--- config.mk ---
export PLATFORM = sky130hd
export DESIGN_NAME = mem_bus_ctrl
export DESIGN_NICKNAME = d
export VERILOG_FILES = /design/src/rtl/mem_bus_ctrl.sv
export SDC_FILE = /design/constraint.sdc
export NUM_CORES = 1
export LEC_CHECK = 0
export ABC_AREA = 1
export CORE_MARGIN = 8
export CORE_UTILIZATION = 63
export CTS_CLUSTER_SIZE = 20
export DETAILED_ROUTE_END_ITERATION = 7
export DONT_BUFFER_PORTS = 1
export PLACE_DENSITY = 0.79
export RECOVER_POWER = 25
export SYNTH_ARGS = -nofsm -noshare
export SYNTH_HDL_FRONTEND = slang
export SYNTH_SLANG_ARGS = --single-unit
export TNS_END_PERCENT = 5
--- constraint.sdc ---
create_clock -name clk -period 4.1 [get_ports clk]
set_clock_uncertainty 0.05 [all_clocks]
set_input_delay 0.615 -clock clk [delete_from_list [all_inputs] [get_ports clk]]
set_output_delay 0.615 -clock clk [all_outputs]
set_load 0.02 [all_outputs]
--- src/rtl/mem_bus_ctrl.sv ---
// mem_bus_ctrl: CPU load/store bridge to a single-port word RAM.
// Latches the request into MAR/MDR, drives big-endian lane-aligned
// accesses, waits for mem_ready with a timeout, and extends load data.
// Optional feature: define ALIGN_CHECK_EN to reject misaligned halfword
// and word requests with err=1 and no RAM access.
module mem_bus_ctrl #(
  parameter int unsigned TIMEOUT_CYCLES = 15
) (
  input  logic        clk,
  input  logic        reset,
  input  logic        req,
  input  logic        rw,
  input  logic [1:0]  size,
  input  logic        unSign,
  input  logic [31:0] addr,
  input  logic [31:0] wdata,
  output logic [31:0] rdata,
  output logic        moc,
  output logic        busy,
  output logic        err,
  output logic [31:0] mem_addr,
  output logic [31:0] mem_wdata,
  output logic [3:0]  mem_be,
  output logic        mem_en,
  output logic        mem_rw,
  input  logic [31:0] mem_rdata,
  input  logic        mem_ready
);

  localparam int unsigned CNT_W = 8;

  typedef enum logic [1:0] {IDLE, ACCESS, DONE} state_e;

  state_e            state_q, state_d;
  logic [CNT_W-1:0]  cnt_q, cnt_d;
  logic [31:0]       mar_q, mar_d;
  logic [1:0]        size_q, size_d;
  logic              rw_q, rw_d;
  logic              uns_q, uns_d;
  logic [31:0]       wdat_q, wdat_d;
  logic [3:0]        be_q, be_d;
  logic [31:0]       rdata_q, rdata_d;
  logic              moc_q, moc_d;
  logic              err_q, err_d;
  logic              busy_q, busy_d;
  logic              mem_en_q, mem_en_d;

  logic [3:0]        req_be_c;
  logic [31:0]       req_wd_c;
  logic              misalign_c;
  logic [31:0]       byte_sh_c;
  logic [15:0]       half_c;
  logic [31:0]       load_c;

  // Lane enables, replicated store data and alignment status of the incoming request
  always_comb begin
    req_be_c = 4'b1111;
    req_wd_c = wdata;
    case (size)
      2'b00: begin
        req_be_c = 4'b1000 >> addr[1:0];
        req_wd_c = {4{wdata[7:0]}};
      end
      2'b01: begin
        req_be_c = 4'b1100 >> {addr[1], 1'b0};
        req_wd_c = {2{wdata[15:0]}};
      end
      default: begin
        req_be_c = 4'b1111;
        req_wd_c = wdata;
      end
    endcase
`ifdef ALIGN_CHECK_EN
    misalign_c = ((size == 2'b01) && addr[0]) || (size[1] && (addr[1:0] != 2'b00));
`else
    misalign_c = 1'b0;
`endif
  end

  // Selected read lane shifted down and extended according to the latched request
  always_comb begin
    byte_sh_c = mem_rdata >> {~mar_q[1:0], 3'b000};
    half_c    = mar_q[1] ? mem_rdata[15:0] : mem_rdata[31:16];
    case (size_q)
      2'b00:   load_c = {{24{byte_sh_c[7] & ~uns_q}}, byte_sh_c[7:0]};
      2'b01:   load_c = {{16{half_c[15] & ~uns_q}}, half_c};
      default: load_c = mem_rdata;
    endcase
  end

  // Next-state and registered-output logic
  always_comb begin
    state_d  = state_q;
    cnt_d    = cnt_q;
    mar_d    = mar_q;
    size_d   = size_q;
    rw_d     = rw_q;
    uns_d    = uns_q;
    wdat_d   = wdat_q;
    be_d     = be_q;
    rdata_d  = rdata_q;
    err_d    = err_q;
    case (state_q)
      IDLE: begin
        if (req) begin
          mar_d  = addr;
          size_d = size;
          rw_d   = rw;
          uns_d  = unSign;
          wdat_d = req_wd_c;
          be_d   = req_be_c;
          cnt_d  = '0;
          if (misalign_c) begin
            err_d   = 1'b1;
            state_d = DONE;
          end else begin
            state_d = ACCESS;
          end
        end
      end
      ACCESS: begin
        if (mem_ready) begin
          if (rw_q) rdata_d = load_c;
          err_d   = 1'b0;
          state_d = DONE;
        end else if (cnt_q == CNT_W'(TIMEOUT_CYCLES - 1)) begin
          err_d   = 1'b1;
          state_d = DONE;
        end else begin
          cnt_d = cnt_q + CNT_W'(1);
        end
      end
      DONE:    state_d = IDLE;
      default: state_d = IDLE;
    endcase
    moc_d    = (state_d == DONE);
    mem_en_d = (state_d == ACCESS);
    busy_d   = (state_d != IDLE);
  end

  // State and output registers, asynchronously cleared
  always_ff @(posedge clk or posedge reset) begin
    if (reset) begin
      state_q  <= IDLE;
      cnt_q    <= '0;
      mar_q    <= '0;
      size_q   <= '0;
      rw_q     <= 1'b0;
      uns_q    <= 1'b0;
      wdat_q   <= '0;
      be_q     <= '0;
      rdata_q  <= '0;
      moc_q    <= 1'b0;
      err_q    <= 1'b0;
      busy_q   <= 1'b0;
      mem_en_q <= 1'b0;
    end else begin
      state_q  <= state_d;
      cnt_q    <= cnt_d;
      mar_q    <= mar_d;
      size_q   <= size_d;
      rw_q     <= rw_d;
      uns_q    <= uns_d;
      wdat_q   <= wdat_d;
      be_q     <= be_d;
      rdata_q  <= rdata_d;
      moc_q    <= moc_d;
      err_q    <= err_d;
      busy_q   <= busy_d;
      mem_en_q <= mem_en_d;
    end
  end

  assign rdata     = rdata_q;
  assign moc       = moc_q;
  assign busy      = busy_q;
  assign err       = err_q;
  assign mem_addr  = {mar_q[31:2], 2'b00};
  assign mem_wdata = wdat_q;
  assign mem_be    = be_q;
  assign mem_en    = mem_en_q;
  assign mem_rw    = rw_q;

endmodule

**After elaboration in Yosys (flattened, before gate mapping)**

Index checks and enable logic that the tools add are counted.
Widths: inputs -> output; s select.

- Register bits: 118
- Input port bits: 104
- Output and inout bits: 105
- Logic and storage cells: 54

- Add/sub/neg operators: 1
- Equality and inequality tests: 9
- Shifts and indexed selects: 3
- Muxes and demuxes: 14
- Bitwise operators: 4
- Reduce and logical (&&, ||, !) cells: 10

Operators with widths:

| cell | number |
|---|---|
| $pmux 32 s2 | 2 |
| $shr 32x5->8 | 1 |
| $mux 8 | 3 |
| $mux 16 | 1 |
| $pmux 8 s2 | 1 |
| $add 8x1->8 const B | 1 |
| $eq 2x1->1 const B | 4 |
| $eq 8x4->1 const B | 1 |
| $pmux 4 s2 | 1 |
| $shr 4x2->4 const A | 2 |
| $logic_not 2->1 | 3 |
| $mux 2 | 3 |
| $ne 2x2->1 const B | 3 |
| $reduce_bool 2->1 | 3 |
| $pmux 2 s2 | 1 |
| $reduce_and 2->1 | 2 |
| $reduce_and 4->1 | 1 |
| $reduce_and 3->1 | 1 |
| $and 1x1->1 | 2 |
| $eq 2x2->1 const B | 1 |
| $mux 1 | 2 |
| $not 2->2 | 1 |
| $not 1->1 | 1 |

**Logic depth before layout (Yosys ltp)**

Gate-level depths: netlist (run 1).

- Depth in word-level cells: 5
- Mapped depth: 10
- Gate-level depth less buffers: 9

**Worst setup path after synthesis (run 1)**

No wires, ideal clock.

- Kind: input -> register
- Start point: input port size[1]
- End point: register wdat_q[24] (netlist: mem_wdata[24])
- Setup time: 88 ps
- Data arrival time: 1316 ps
- Data required time: 3962 ps
- Path slack: 2645 ps
- Stages on the path: 4
- Buffers on the path: 2
- Path through: buf_2 clkbuf_1 nand2_1 a41oi_1

- Word-level cells in the longest chain between the ends: 2
- Elaborated cells between the ends (all ways): 3
- Those cells by class: eq/ne (1); mux (1); reduce/logical (1)

Ends and longest elaborated chain:

| item | line | text |
|---|---|---|
| start: declaration | 13 | `input logic [1:0] size,` |
| $eq 2x1->1 or $logic_not 2->1 (tied branches) | 59 | `case (size)` |
| $pmux 32 s2 (*) | 59 |  |
| end signal: assignment | 164 | `wdat_q <= wdat_d;` |
| end: declaration | 40 | `logic [31:0] wdat_q, wdat_d;` |

Mark *: on every way between the ends. The rest lies on a longest branch, timed or not.
A chain may end at the register's enable or synchronous reset.

==> flow_summary.toml, run 1 <==
[run_status]
outcome = "complete, but fails checks"
violations = "capacitance limit, slew limit"

[sta]
hold_viol = 0
setup_violations = 0
grt_setup_unrepaired = "no"
final_max_slew_viol_count = 77
fin_setup_tns_ns = 0
max_freq_ghz = 0.377
worstMarginPinSlew_ns = 2.80
min_period_ns = 2.65
fin_crit_sh_pct = 64.7
fin_ws_ns = 1.45
max_slew_margin_pct = -86.7

[layout]
multi_input_area_sq_mm = 0.00225
nNetsFinal = 777
seq_area_sq_mm = 0.00295
num_antenna_cells = 0
instances_no_fill = 795
final_common_cell = "nand2_1"
mostFrequentLayoutCells = "nand2_1 (238), dfrtp_1 (118), nor2_1 (64)"
n_fill_cell = 750
area_delta_synth_final_pct = 6.15
fin_util_pct = 67.9
drive_gt1_share_pct = 9.21

[clock_tree]
clkTransAtPathRegs_ns = 0.06
cts_hold_buf = 0
clock_path_buffers = 2
cts_sinks = 118
clkLatencyLatePin_ns = 0.50
cts_setup_buffers = 0
cts-root-buf = "clkbuf_8"
cts_resized = 0
numCtsBuffers = 17
cts_tree = "done"
htree_num_levels = 4

[placed_design]
io_buffer_count = 0
dp_hpwl_um = 11100
pre_cts_ws_ns = 1.68
gp_congestion = 0.843
dp_cells = 763

[detailed_routing]
viasPerCell = 5.80
drc_errors = 0
drtIter0Drc = 355
totalWireLength_um = 15400
firstDrtPassIters = 5
vias = 4608
routedWlPerCell_um = 19.4
ant_nets = 0

[floorplan]
core_area_sq_mm = 0.00906
die_y_um = 112
dieArea_sq_mm = 0.0125
io_pins = 209
start_util_pct = 63.9
num_rows = 35
dieWidth_um = 112

[global_route]
track_usage_pct = 24.8
antenna_found_initial = 0
met2_usage_pct = 39.7
grt_pass1_wl_um = 24600
grt_pass1_vias = 4561
grtUsageMet1_pct = 27.8
grt_max_degree = 77
grt_busiest_layer = "met2"
gr-total-overflow = 0
met3_usage_pct = 11.9

[worst_setup_path]
critPathKind = "input port to asynchronous set/reset pin"
crit_fanout = 76
crit_chain = "inv_1"
required_ns = 4.04
arrival_ns = 2.60
worst_path_dominant_cell_family = "buffers and inverters"
path_buf_inv = 1
crit_slowest_cell = "inv_1"
start_kind = "input port"
cp_slowest_stage_delay_ns = 1.95
end_kind = "asynchronous set/reset pin"

[logic_synthesis]
synth_area_sq_mm = 0.00580
syn_avg_cell_area_sq_um = 8.13
ys.warnings.count = 0
synthCells = 713
synth-seq-cells = 118
ys_seq_area_share_pct = 50.9
synth_cell_type_count = 36

[power]
finalPower_uw = 5310
p_leak_uw = 0.00301
cellPowerDensity_mw_per_mm2 = 863
peakVddDrop_v = 0.000447

[run]
drv_cap = 1

[min_path]
hold_path.class = "input port to register"
## power breakdown
part,total (uW),internal [uW],switching [uW]
combinational,1100,403,693
sequential,2700,1650,1050
clock,1520,965,553
## path summary, 6_finish.rpt
| path | start | to | slack (ns) | cells after the start |
|---|---|---|---|---|
| max in group clk | state_q[0] | mem_wdata[28] | 1.68 | 6 |
| min reg2reg | mar_q[0] | mar_q[0] | 0.51 | 2 |
| min in group asynchronous | reset | cnt_q[6] | 0.95 | 1 |
| max reg2reg | state_q[0] | mem_wdata[28] | 1.68 | 6 |
| max | reset | rdata[0] | 1.45 | 1 |
| min | addr[9] | mar_q[9] | 0.17 | 2 |
## per-stage QoR
step | cell area [sq um] | hold slack [ns]
finish | 6150 | 0.168
global route | 6150 | 0.140
CTS | 6150 | 0.147
detailed placement | 5540 | 0.497
global placement | 5540 | 0.465
floorplan | 5800 | 0.400
## cells in the mapped netlist (all sizes together)
master | number | share of area, %
o22ai | 4 | 0.43
o21ai | 33 | 2.8
o22a | 1 | 0.15
a41oi | 8 | 1.2
inv | 42 | 2.9
clkbuf | 10 | 0.65
nand3 | 28 | 2.5
ha | 2 | 0.43
conb | 1 | 0.065
nor2 | 70 | 5.0
nand3b | 1 | 0.13
a21oi | 52 | 4.9
a211oi | 3 | 0.39
nand2 | 245 | 16
nor3 | 13 | 1.1
or2 | 8 | 0.86
nand4 | 2 | 0.22
xor2 | 3 | 0.45
o21bai | 6 | 0.78
dfrtp | 118 | 51
buf | 56 | 6.7
o21a | 4 | 0.52
o211ai | 3 | 0.39
## cells by family (layout without fill, tap and decap cells)
logic type      Yosys count  in the layout  share of synthesized area [%]
xor+xnor                  3              3                          0.453
other cells               1              2                         0.0647
buf+inv                 108             78                           10.3
compound gates          114            114                           11.6
simple gates            367            367                           26.2
flops                   118            118                           50.9
fa+ha+maj                 2              2                          0.432
## layer usage
| layer | routed length [um] | vias up |
|---|---|---|
| li1 | - | 2163 |
| met4 | 357 | 0 |
| met1 | 5620 | 2148 |
| met3 | 2050 | 27 |
| met5 | 0 | - |
| met2 | 7390 | 270 |
## worst register-to-register path: stages, from the launching register on
cell and delay (ns):
dfrtp_1 0.42, nor2_2 0.18, nand2_4 0.40, inv_2 0.51, buf_4 0.48, nor2_1 0.11
a41oi_1 0.17
## state kept, by name (all words and copies together), names as in the netlist
| register | flops |
|---|---|
| state_q | 2 |
| mem_en | 1 |
| mar_q | 32 |
| mem_wdata | 32 |
| busy | 1 |
| mem_rw | 1 |
| uns_q | 1 |
| err | 1 |
| moc | 1 |
| rdata | 32 |
| cnt_q | 8 |
| size_q | 2 |
| mem_be | 4 |
## area by class of cell
cell class                      count  area share [%]
Inverter                           42            2.73
Tap cell                          111            2.26
Multi-Input combinational cell    488            36.6
Timing Repair Buffer                4           0.488
Clock inverter                     13            2.77
Sequential cell                   118            48.0
Clock buffer                       19            7.18
Note: power is estimated with default switching activity, not from simulation.
==> run 2: changes to the inputs <==
--- a/config.mk
+++ b/config.mk
@@ -5,13 +5,13 @@
 export SDC_FILE = /design/constraint.sdc
 export NUM_CORES = 1
 export LEC_CHECK = 0
-export ABC_AREA = 1
+export ABC_AREA = 0
 export CORE_MARGIN = 8
-export CORE_UTILIZATION = 63
+export CORE_UTILIZATION = 57
 export CTS_CLUSTER_SIZE = 20
 export DETAILED_ROUTE_END_ITERATION = 7
 export DONT_BUFFER_PORTS = 1
-export PLACE_DENSITY = 0.79
+export PLACE_DENSITY = 0.75
 export RECOVER_POWER = 25
 export SYNTH_ARGS = -nofsm -noshare
 export SYNTH_HDL_FRONTEND = slang
==> constraint.sdc (replaced) <==
create_clock -name clk -period 2.3 [get_ports clk]
set_clock_uncertainty 0.05 [all_clocks]
set_input_delay 0.345 -clock clk [delete_from_list [all_inputs] [get_ports clk]]
set_output_delay 0.345 -clock clk [all_outputs]
set_load 0.02 [all_outputs]
==> run 2 against run 1 <==
Against the previous run:
- the flow now finishes without violations
- design area is 13% higher
- sequential power rose by 83%
- largest power group unchanged
- die area increased by 4.9%
- core utilization rose by 4.8 points
- clock-buffer cell count is 5 higher
- critical path type is now register to register
- clock power rose by 80%
- sequential share of layout area down 5.6 points
- highest routed layer unchanged
- largest cell class unchanged
==> flow_summary.toml, run 2 <==
[layout]
n_fill_cell = 626
mostFrequentLayoutCells = "nand2_1 (186), dfrtp_1 (118), dlygate4sd3_1 (92)"
drive_gt1_share_pct = 8.44
nNetsFinal = 768
final_common_cell = "nand2_1"
area_delta_synth_final_pct = 25.6

[detailed_routing]
viasPerCell = 5.85
drc_errors = 0
routedWlPerCell_um = 20.7
drtIter0Drc = 463
ant_nets = 0
totalWireLength_um = 16800
vias = 4741
firstDrtPassIters = 4

[global_route]
antenna_found_initial = 0
gr-total-overflow = 0
grt_pass1_vias = 4944
grt_max_degree = 119
grt_pass1_wl_um = 26400
track_usage_pct = 26.1

[logic_synthesis]
async_flop_share_pct = 100
synth-edff-count = 0
syn_avg_cell_area_sq_um = 9.08
yosys-top-cells-count = "nand2_1 (187), dfrtp_1 (118), nand3_1 (36), a21oi_1 (35), buf_4 (32)"
synth_area_sq_mm = 0.00555
synth_cell_type_count = 45
synth_area_leaders = "dfrtp_1 (53%), nand2_1 (13%), mux2i_1 (4.7%)"
synth-seq-cells = 118
synth.most_common_cell = "nand2_1"
ys.flop_type = "dfrtp_1"
ys_seq_area_share_pct = 53.2
yosysTopAreaCell = "dfrtp_1"
ys.warnings.count = 0
synth_top_area_share_pct = 53.2
synthCells = 611

[clock_tree]
cts_setup_buffers = 0
cts_tree = "done"
clkLatencyLatePin_ns = 0.51
cts_sinks = 118
numCtsBuffers = 17
htree_num_levels = 4
clkTransAtPathRegs_ns = 0.05
clock_path_buffers = 2
cts-root-buf = "clkbuf_8"

[floorplan]
num_rows = 36
core_area_sq_mm = 0.00959
start_util_pct = 57.8
dieArea_sq_mm = 0.0131
io_pins = 209
dieWidth_um = 115
die_y_um = 115

[sta]
max_freq_ghz = 0.535
hold_viol = 0
max_slew_margin_pct = 40.5
worstMarginPinSlew_ns = 0.889
final_max_slew_viol_count = 0
fin_setup_tns_ns = 0
min_period_ns = 1.87
setup_violations = 0
fin_crit_sh_pct = 81.2
grt_setup_unrepaired = "no"

[power]
p_leak_uw = 0.00330
finalPower_uw = 9880
cellPowerDensity_mw_per_mm2 = 1420
peakVddDrop_v = 0.000755

[run_status]
outcome = "finished clean"

[placed_design]
dp_hpwl_um = 10200
gp_congestion = 0.791
io_buffer_count = 0

[worst_setup_path]
crit_fanout = 16
required_ns = 2.69
critPathKind = "register to register"
start_kind = "register"
arrival_ns = 2.26
end_kind = "register"
worst-r2r-setup-slack_ns = 0.43

[run]
drv_cap = 0

[min_path]
hold_path.class = "input port to register"
-- run 2: cell types whose count changed after synthesis, sizes merged, moves of 11 or more --
cell / before / now
inv: 42 / 15
mux2i: 0 / 26
a21oi: 52 / 39
nor2: 70 / 18
nor3: 13 / 2
buf: 56 / 42
clkbuf: 10 / 27
o21ai: 33 / 45
nand2: 245 / 187
-- run 2: stage by stage --
stage	util [%]	hold WS [ns]	std cells	setup slack, ns	cell area [sq um]
2_1_floorplan	-	0.381	612	0.464	5550
3_3_place_gp	56.6	0.387	684	0.499	5430
3_5_place_dp	56.6	0.389	684	0.453	5430
4_1_cts	72.6	0.00378	808	0.422	6960
5_1_grt	72.5	0.000212	808	0.289	6960
6_report	72.6	0.0128	811	0.433	6970
-- run 2: layout make-up --
class                   count  area, sq um  area share (%)
flip-flops and latches    118         2950            42.4
multi-input cells         410         2150            30.8
repair buffers            100         1020            14.6
clock buffers              24          470            6.75
well taps                 133          166            2.39
clock inverters             8          145            2.08
inverters                  15         57.6           0.826
diodes                      3         7.51           0.108
-- run 2: where the power goes --
part / total (uW) / internal, uW / switching (uW)
registers: 4930 / 2990 / 1930
clock network: 2740 / 1840 / 901
logic: 2210 / 883 / 1330
-- run 2: final timing paths --
kind,start,to,cells after the start
max,cnt_q[0],cnt_q[7],6
min,mem_rdata[19],rdata[3],2
max reg2reg,cnt_q[0],cnt_q[7],6
min reg2reg,mar_q[0],mar_q[0],2
max in group asynchronous,reset,rdata[9],3
min in group asynchronous,reset,rdata[30],3
-- run 2: routing by layer --
layer | wire length (um) | vias up | GRT usage [%]
met1 | 5990 | 2300 | 28.1
met5 | 0 | - | 0
met3 | 1770 | 59 | 10.4
met2 | 8440 | 262 | 43.3
met4 | 553 | 0 | 14.1
li1 | - | 2120 | -
-- run 2: timing repair --
item	CTS	global route
resized for setup	0	0
hold buffers	92	0
hold endpoints to repair	214	0
endpoints found under the setup margin	0	0
-- run 2: cell families (layout without fill, tap and decap cells) --
| logic type | after synthesis | after routing | share of synthesized area (%) |
|---|---|---|---|
| simple gates | 266 | 266 | 20.2 |
| flops | 118 | 118 | 53.2 |
| compound gates | 107 | 107 | 11.8 |
| buf+inv | 84 | 147 | 8.14 |
| mux | 33 | 33 | 6.11 |
| fa+ha+maj | 2 | 2 | 0.451 |
| other cells | 1 | 5 | 0.0676 |
-- run 2: worst max-delay path, stage by stage (launching register included) --
cell,delay [ns]
dfrtp_1,0.40
inv_1,0.09
ha_1,0.20
nand4b_1,0.17
o211ai_4,0.19
or4_1,0.55
a21oi_2,0.14
==> run 3: changes to the inputs <==
--- a/config.mk
+++ b/config.mk
@@ -7,11 +7,11 @@
 export LEC_CHECK = 0
 export ABC_AREA = 0
 export CORE_MARGIN = 8
-export CORE_UTILIZATION = 57
+export CORE_UTILIZATION = 63
 export CTS_CLUSTER_SIZE = 20
 export DETAILED_ROUTE_END_ITERATION = 7
 export DONT_BUFFER_PORTS = 1
-export PLACE_DENSITY = 0.75
+export PLACE_DENSITY = 0.79
 export RECOVER_POWER = 25
 export SYNTH_ARGS = -nofsm -noshare
 export SYNTH_HDL_FRONTEND = slang
==> constraint.sdc (replaced) <==
create_clock -name clk -period 1.94 [get_ports clk]
set_clock_uncertainty 0.05 [all_clocks]
set_input_delay 0.291 -clock clk [delete_from_list [all_inputs] [get_ports clk]]
set_output_delay 0.291 -clock clk [all_outputs]
set_load 0.02 [all_outputs]
==> run 3 against run 2 <==
Against the previous run:
- the flow now finishes with violations (DRC)
- sequential share of layout area shrank 0.073 points
- routed wire length grew 2.7%
- global-route usage grew 2.1 points
- worst setup slack lost 0.39 ns
- total power grew 17%
- worst hold slack gained 0.015 ns
- sequential power grew 18%
- final cell count shrank 1.8%
- maximum frequency shrank 1.4%
- register-to-register slack lost 0.39 ns
- largest cell class unchanged
- highest routed layer unchanged
==> flow_summary.toml, run 3 (synthesis gave the netlist of run 2 again) <==
[worst_setup_path]
required_ns = 2.32
critPathKind = "register to register"
worst-r2r-setup-slack_ns = 0.05
reg2reg_to = "cnt_q[7]"
cp-startpoint = "cnt_q[0]"
worstRegToRegCells = 6
r2r-start = "cnt_q[0]"
crit_fanout = 16
start_kind = "register"
arrival_ns = 2.28
end_kind = "register"

[floorplan]
num_rows = 34
die_y_um = 110
core_area_sq_mm = 0.00864
start_util_pct = 64.2
dieArea_sq_mm = 0.0121
dieWidth_um = 110
io_pins = 209

[global_route]
grt_max_degree = 63
track_usage_pct = 28.2
met2_usage_pct = 46.9
grt_pass1_wl_um = 26200
grt_pass1_vias = 4983
grt_busiest_layer = "met2"
met3_usage_pct = 10.7
grtUsageMet1_pct = 30.5
antenna_found_initial = 1
gr-total-overflow = 0

[layout]
n_fill_cell = 514
instances_no_fill = 796
nNetsFinal = 781
mostFrequentLayoutCells = "nand2_1 (186), dfrtp_1 (117), dlygate4sd3_1 (96)"
area_delta_synth_final_pct = 25.9
final_common_cell = "nand2_1"
drive_gt1_share_pct = 10.2

[clock_tree]
clkLatencyLatePin_ns = 0.50
cts-root-buf = "clkbuf_8"
clkTransAtPathRegs_ns = 0.06
clock_path_buffers = 2
cts_sinks = 118
cts_tree = "done"
htree_num_levels = 4
numCtsBuffers = 17

[detailed_routing]
viasPerCell = 6.05
ant_nets = 0
totalWireLength_um = 17200
firstDrtPassIters = 8
vias = 4815
drtIter0Drc = 484
routedWlPerCell_um = 21.6
drc_errors = 1

[min_path]
hold_path.class = "input port to register"
min_to = "mem_wdata[27]"
hold_depth = 3
worstHoldStart = "size[1]"

[sta]
setup_violations = 0
fin_crit_sh_pct = 97.6
fin_setup_tns_ns = 0
max_freq_ghz = 0.528
grt_setup_unrepaired = "no"
min_period_ns = 1.89
final_max_slew_viol_count = 0
max_slew_margin_pct = 18.2
worstMarginPinSlew_ns = 1.23
hold_viol = 0

[run_status]
violations = "DRC"
outcome = "complete, but fails checks"

[power]
p_leak_uw = 0.00334
peakVddDrop_v = 0.000905
cellPowerDensity_mw_per_mm2 = 1660
finalPower_uw = 11600

[placed_design]
io_buffer_count = 0
dp_hpwl_um = 10600
gp_congestion = 0.874
dp_cells = 668

[run]
drv_cap = 0
-- run 3: changes by cell type in the layout (fill, tap and decap cells not counted), sizes merged --
cell / previous run / this run
buf: 8 / 16
clkbuf: 24 / 23
dlygate4sd3: 92 / 96
clkinv: 2 / 5
diode: 3 / 1
bufinv: 4 / 2
-- run 3: how the worst max path moves through the flow --
stage / slack [ns] / endpoint / cells after the start
floorplan: 0.16 / busy / 1
CTS: 0.04 / cnt_q[7] / 6
detailed placement: 0.06 / cnt_q[7] / 6
global route: 0.003 / cnt_q[7] / 6
global placement: 0.15 / cnt_q[7] / 6
finish: 0.05 / cnt_q[7] / 6
-- run 3: repair_timing --
item	4_1_cts	5_1_grt
endpoints found under the setup margin	0	1
hold buffers	96	0
gates resized for setup	0	1
buffers inserted	0	0
endpoints found under the hold margin	219	0
-- run 3: through the flow --
stage / hold slack, ns / cell area, sq um / util, % / setup WS (ns)
after global routing: 0.0246 / 6980 / 80.9 / 0.00292
after global placement: 0.244 / 5480 / 63.4 / 0.146
after CTS: 0.00815 / 7010 / 81.2 / 0.0438
final: 0.0278 / 6980 / 80.9 / 0.0460
after detailed placement: 0.256 / 5480 / 63.4 / 0.0587
after floorplan: 0.327 / 5550 / - / 0.158
-- run 3: report_power, final --
part / internal [uW] / leakage [uW] / switching [uW]
Sequential: 3550 / 0.00148 / 2270
Combinational: 1120 / 0.00158 / 1630
Clock: 1940 / 0.000282 / 1040
-- run 3: final cells by class --
cell class / count / area, sq um / area share (%)
timing repair buffer: 113 / 1110 / 15.9
inverter: 15 / 57.6 / 0.824
clock buffer: 22 / 473 / 6.77
clock inverter: 9 / 100 / 1.43
antenna: 1 / 2.50 / 0.0358
multi-input combinational: 410 / 2150 / 30.8
sequential: 118 / 2950 / 42.3
tap: 108 / 135 / 1.94
-- run 3: worst max-delay path, stage by stage, from the launching register on --
cell and delay [ns]:
dfrtp_1 0.42, inv_1 0.10, ha_1 0.21, nand4b_1 0.15, o211ai_4 0.19, or4_1 0.57, a21oi_2 0.14
-- run 3: routing by layer --
metal | wire length [um] | share of wire, %
met1 | 5740 | 33
met2 | 8630 | 50
met3 | 2070 | 12
met4 | 777 | 4.5
met5 | 0 | 0
